==> config.mk <==
export PLATFORM = sky130hd
export DESIGN_NAME = regfile_dump_reader
export DESIGN_NICKNAME = d
export VERILOG_FILES = /design/src/rtl/regfile_dbg_pkg.sv /design/src/rtl/regfile_dump_reader.sv
export SDC_FILE = /design/constraint.sdc
export NUM_CORES = 1
export LEC_CHECK = 0
export ABC_AREA = 1
export CORE_MARGIN = 1.5
export CORE_UTILIZATION = 42
export DETAILED_ROUTE_END_ITERATION = 8
export GPL_TIMING_DRIVEN = 0
export HOLD_SLACK_MARGIN = 0.08
export PLACE_DENSITY = 0.86
export SLEW_MARGIN = 20
export SYNTH_ARGS = -nofsm -noshare
export SYNTH_HDL_FRONTEND = slang
export SYNTH_SLANG_ARGS = --single-unit
==> constraint.sdc <==
create_clock -name clk -period 1.7 [get_ports clk]
set_clock_uncertainty 0.15 [all_clocks]
set_input_delay 0.17 -clock clk [delete_from_list [all_inputs] [get_ports clk]]
set_output_delay 0.17 -clock clk [all_outputs]
set_load 0.01 [all_outputs]
==> src/rtl/regfile_dbg_pkg.sv <==
// Shared types and constants for the register-file debug read-out engine.
package regfile_dbg_pkg;

  typedef enum logic [1:0] {
    IDLE = 2'd0,
    READ = 2'd1,
    HOLD = 2'd2,
    DONE = 2'd3
  } dump_state_t;

  localparam int NUM_REGS = 16;
  localparam int PC_INDEX = 15;

endpackage

==> src/rtl/regfile_dump_reader.sv <==
// Walks the register-file read port A1 over [FIRST..LAST] and streams each
// captured RD1 word on a valid/ready interface; never writes the register file.
module regfile_dump_reader
  import regfile_dbg_pkg::*;
#(
  parameter int DW    = 32,
  parameter int AW    = 4,
  parameter int FIRST = 0,
  parameter int LAST  = 15
) (
  input  logic          clk,
  input  logic          rst,
  input  logic          start,
  input  logic          abort,
  output logic [AW-1:0] rf_addr,
  input  logic [DW-1:0] rf_data,
  output logic          out_valid,
  input  logic          out_ready,
  output logic [DW-1:0] out_data,
  output logic [AW-1:0] out_index,
  output logic          out_last,
  output logic          busy,
  output logic          done
);

  localparam logic [AW-1:0] FIRST_IDX = AW'(FIRST);
  localparam logic [AW-1:0] LAST_IDX  = AW'(LAST);

  dump_state_t   state_q, state_d;
  logic [AW-1:0] idx_q, idx_d;
  logic [DW-1:0] data_q, data_d;
  logic [AW-1:0] index_q, index_d;
  logic          last_q, last_d;
  logic          valid_q, valid_d;

  always_ff @(posedge clk or posedge rst) begin
    if (rst) begin
      state_q <= IDLE;
      idx_q   <= FIRST_IDX;
      data_q  <= '0;
      index_q <= '0;
      last_q  <= 1'b0;
      valid_q <= 1'b0;
    end else begin
      state_q <= state_d;
      idx_q   <= idx_d;
      data_q  <= data_d;
      index_q <= index_d;
      last_q  <= last_d;
      valid_q <= valid_d;
    end
  end

  always_comb begin
    state_d = state_q;
    idx_d   = idx_q;
    data_d  = data_q;
    index_d = index_q;
    last_d  = last_q;
    valid_d = valid_q;

    unique case (state_q)
      IDLE: begin
        if (start && !abort) begin
          state_d = READ;
          idx_d   = FIRST_IDX;
        end
      end
      READ: begin
        if (abort) begin
          state_d = IDLE;
          idx_d   = FIRST_IDX;
          valid_d = 1'b0;
        end else begin
          data_d  = rf_data;
          index_d = idx_q;
          last_d  = (idx_q == LAST_IDX);
          valid_d = 1'b1;
          state_d = HOLD;
        end
      end
      HOLD: begin
        // Abort beats a same-cycle handshake: the engine simply stops.
        if (abort) begin
          state_d = IDLE;
          idx_d   = FIRST_IDX;
          valid_d = 1'b0;
        end else if (valid_q && out_ready) begin
          valid_d = 1'b0;
          if (idx_q == LAST_IDX) begin
            state_d = DONE;
          end else begin
            idx_d   = idx_q + 1'b1;
            state_d = READ;
          end
        end
      end
      DONE: begin
        state_d = IDLE;
        idx_d   = FIRST_IDX;
      end
      default: begin
        state_d = IDLE;
        idx_d   = FIRST_IDX;
        valid_d = 1'b0;
      end
    endcase
  end

  assign rf_addr   = idx_q;
  assign out_valid = valid_q;
  assign out_data  = data_q;
  assign out_index = index_q;
  assign out_last  = last_q;
  assign busy      = (state_q == READ) || (state_q == HOLD);
  assign done      = (state_q == DONE);

endmodule

==> impl_metrics.json <==
{
  "regArea_sq_mm": 0.001102,
  "via_per_inst": 4.677,
  "grt-ovfl-total": 0,
  "core_sq_mm": 0.004115,
  "syn_area_per_cell_sq_um": 8.500,
  "maxCapViolCount": 0,
  "hold_path_class": "in2async",
  "htree_levels": 2,
  "synth_edf_count": 0,
  "postCtsHoldBufs": 0,
  "crit_path_start": "rf_addr[2]",
  "ys_types": 15,
  "hold_viol_final": 0,
  "grt_pass1_vias": 1688,
  "worstPathMaxFanout": 7,
  "antenna_found_initial": 0,
  "antenna_left": 0,
  "rsz0062_at_grt": "no",
  "period_minus_slack_ns": 1.636,
  "cts_buffers": 5,
  "status": "completed",
  "first_pass_iters": 4,
  "crit_path_end_kind": "primary output",
  "route.detailed.wl_per_inst_microns": 11.86,
  "maxSlewHeadroom": 0.6420,
  "drc_errors": 0,
  "synth_area_leader_cell": "dfrtp_1",
  "area_delta_synth_final_pct": 54.90,
  "fmax_mhz": 611.4,
  "drive_above_1_share": 0.08738,
  "netlist_top_cells_count": "nand2_1, dfrtp_1, buf_2, nor2_1, o21ai_0",
  "die_y_microns": 69.42,
  "reg2reg_from": "state_q[0]",
  "cts_tree": "built",
  "routed_wl_mm": 4.259,
  "grt_max_degree": 24,
  "grtUsageTotal": 0.1860,
  "portBuffers": 80,
  "synthArstFlopShare": 1.000,
  "path_delay_family": "buffers and inverters",
  "syn-num-nets": 261,
  "ys_seq_area_frac": 0.5942,
  "fp.dieW_microns": 69.42,
  "multiInputGateArea_sq_um": 689.4,
  "dp_hpwl_mm": 3.150,
  "worst_ir_drop_vdd_mv": 0.9584,
  "die_area_sq_mm": 0.004819,
  "synth_area_sq_mm": 0.001853,
  "slowest_delay_ns": 0.57,
  "power.total_mw": 4.582,
  "setup.worst_path.start_class": "flip-flop",
  "crit_required_ns": 1.38,
  "rows": 23,
  "cts_max_path_buffers": 2,
  "p_leak_nw": 1.452,
  "fin_crit_sh": 0.9621,
  "layout.nets": 351,
  "path_buf_inv": 1,
  "slew_viol_final": 0,
  "worst_pin_slew_ns": 0.5363,
  "setup_viol": 0,
  "critical_path.cell_chain": "clkdlybuf4s50_1",
  "route.vias.total": 1679,
  "synth_top_area_frac": 0.5942,
  "numClockSinks": 44,
  "pre_cts_slack_ns": 0.1183,
  "yosys_most_used_dff": "dfrtp_1",
  "synth.most_common_cell": "nand2_1",
  "synth_cells": 218,
  "timing.final.ws_setup_ns": 0.06438,
  "power_per_cell_area_mw_per_mm2": 1596,
  "clk_pin_slew_ns": 0.08,
  "fill_cells": 328,
  "synth_area_leaders": "dfrtp_1, nand2_1, ha_1, buf_2, o21ai_0",
  "slowest_stage": "clkdlybuf4s50_1",
  "clock_latency_ns": 0.29,
  "yosys_register_bits": 44,
  "tns_ns": 0,
  "yosys_warnings": 0,
  "diodes": 0,
  "crit_arrival_ns": 1.32,
  "drt_iter0_drc": 94,
  "start_util": 0.4503,
  "place_congestion": 0.7836,
  "path_class": "reg2out",
  "grt_pass1_wl_mm": 7.389,
  "ios": 81,
  "root_buffer": "clkbuf_8"
}
==> repair_timing <==
item,CTS,global route
resized for setup,2,3
buffers inserted,2,0
pin swaps,0,0
endpoints found under the setup margin,2,4
hold endpoints to repair,0,0
==> cell families after synthesis <==
logic type | count (synthesis) | share of synthesized area
DFF | 44 | 0.5942
buffers and inverters | 15 | 0.03646
and+or+nand+nor | 145 | 0.3072
AOI/OAI and AO/OA | 8 | 0.02160
adders and majority gates | 6 | 0.04051
==> worst paths after layout <==
path                                      to  slack [ns]  depth (start not counted)
worst max-delay path              rf_addr[2]        0.06                          1
worst min-delay path            out_data[23]        0.09                          2
worst max register to register    rf_addr[0]        0.13                          8
worst min register to register   out_data[2]        0.33                          2
max in group asynchronous         rf_addr[0]        0.81                          3
min in group clk                out_data[23]        0.26                          3
==> stage by stage <==
step	instances	hold slack, ns	instance area [sq um]	util
floorplan	218	0.1296	1853	-
global placement	348	0.3101	2716	0.6601
detailed placement	349	0.3150	2744	0.6668
CTS	359	0.09877	2864	0.6960
global route	359	0.1367	2870	0.6975
finish	359	0.09096	2870	0.6975
==> area by class of cell <==
cell class              count  share of cell area
clock inverters             2             0.01221
clock buffers               6             0.02528
inverters                   8             0.01133
flip-flops and latches     44              0.3840
well taps                  50             0.02180
plain buffers               7             0.01221
multi-input cells         159              0.2402
repair buffers             83              0.2929
==> cell usage in the layout, fill, tap and decap left out <==
| cell type | netlist | final |
|---|---|---|
| o21ai_1 | 1 | 1 |
| nand2_4 | 1 | 1 |
| nor2_1 | 7 | 7 |
| ha_1 | 6 | 6 |
| inv_2 | 2 | 4 |
| clkdlybuf4s50_1 | 0 | 78 |
| inv_1 | 5 | 3 |
| nand2_1 | 128 | 128 |
| buf_16 | 0 | 1 |
| inv_4 | 1 | 1 |
| nor2_4 | 0 | 1 |
| dfrtp_1 | 44 | 43 |
| clkinv_2 | 0 | 1 |
| nand3b_1 | 1 | 1 |
| o21ai_0 | 7 | 7 |
| nand3_1 | 5 | 5 |
| dlygate4sd2_1 | 0 | 2 |
| dfrtp_2 | 0 | 1 |
| nand2_2 | 1 | 1 |
| nor2_2 | 2 | 1 |
| bufinv_16 | 0 | 1 |
| clkbuf_8 | 0 | 5 |
| buf_4 | 0 | 2 |
| buf_2 | 7 | 7 |
| clkbuf_1 | 0 | 1 |
==> per-layer routing <==
metal / track usage / up-vias / wire length (microns)
li1: - / 847 / -
met1: 0.2317 / 760 / 1930
met2: 0.3237 / 64 / 2002
met3: 0.04215 / 8 / 265
met4: 0.05229 / 0 / 61
met5: 0 / - / 0
==> flip-flops by register name, summed over array words and instances (netlist names) <==
signal,count
out_data,32
out_index,4
state_q,2
out_valid,1
rf_addr,4
out_last,1
==> where the power goes <==
| part | total [mW] | switching (mW) | internal (mW) |
|---|---|---|---|
| combinational | 2.13 | 1.03 | 1.10 |
| clock | 0.771 | 0.335 | 0.436 |
| sequential | 1.68 | 0.225 | 1.46 |
| total | 4.58 | 1.59 | 2.99 |
(Power assumes the default switching activity.)
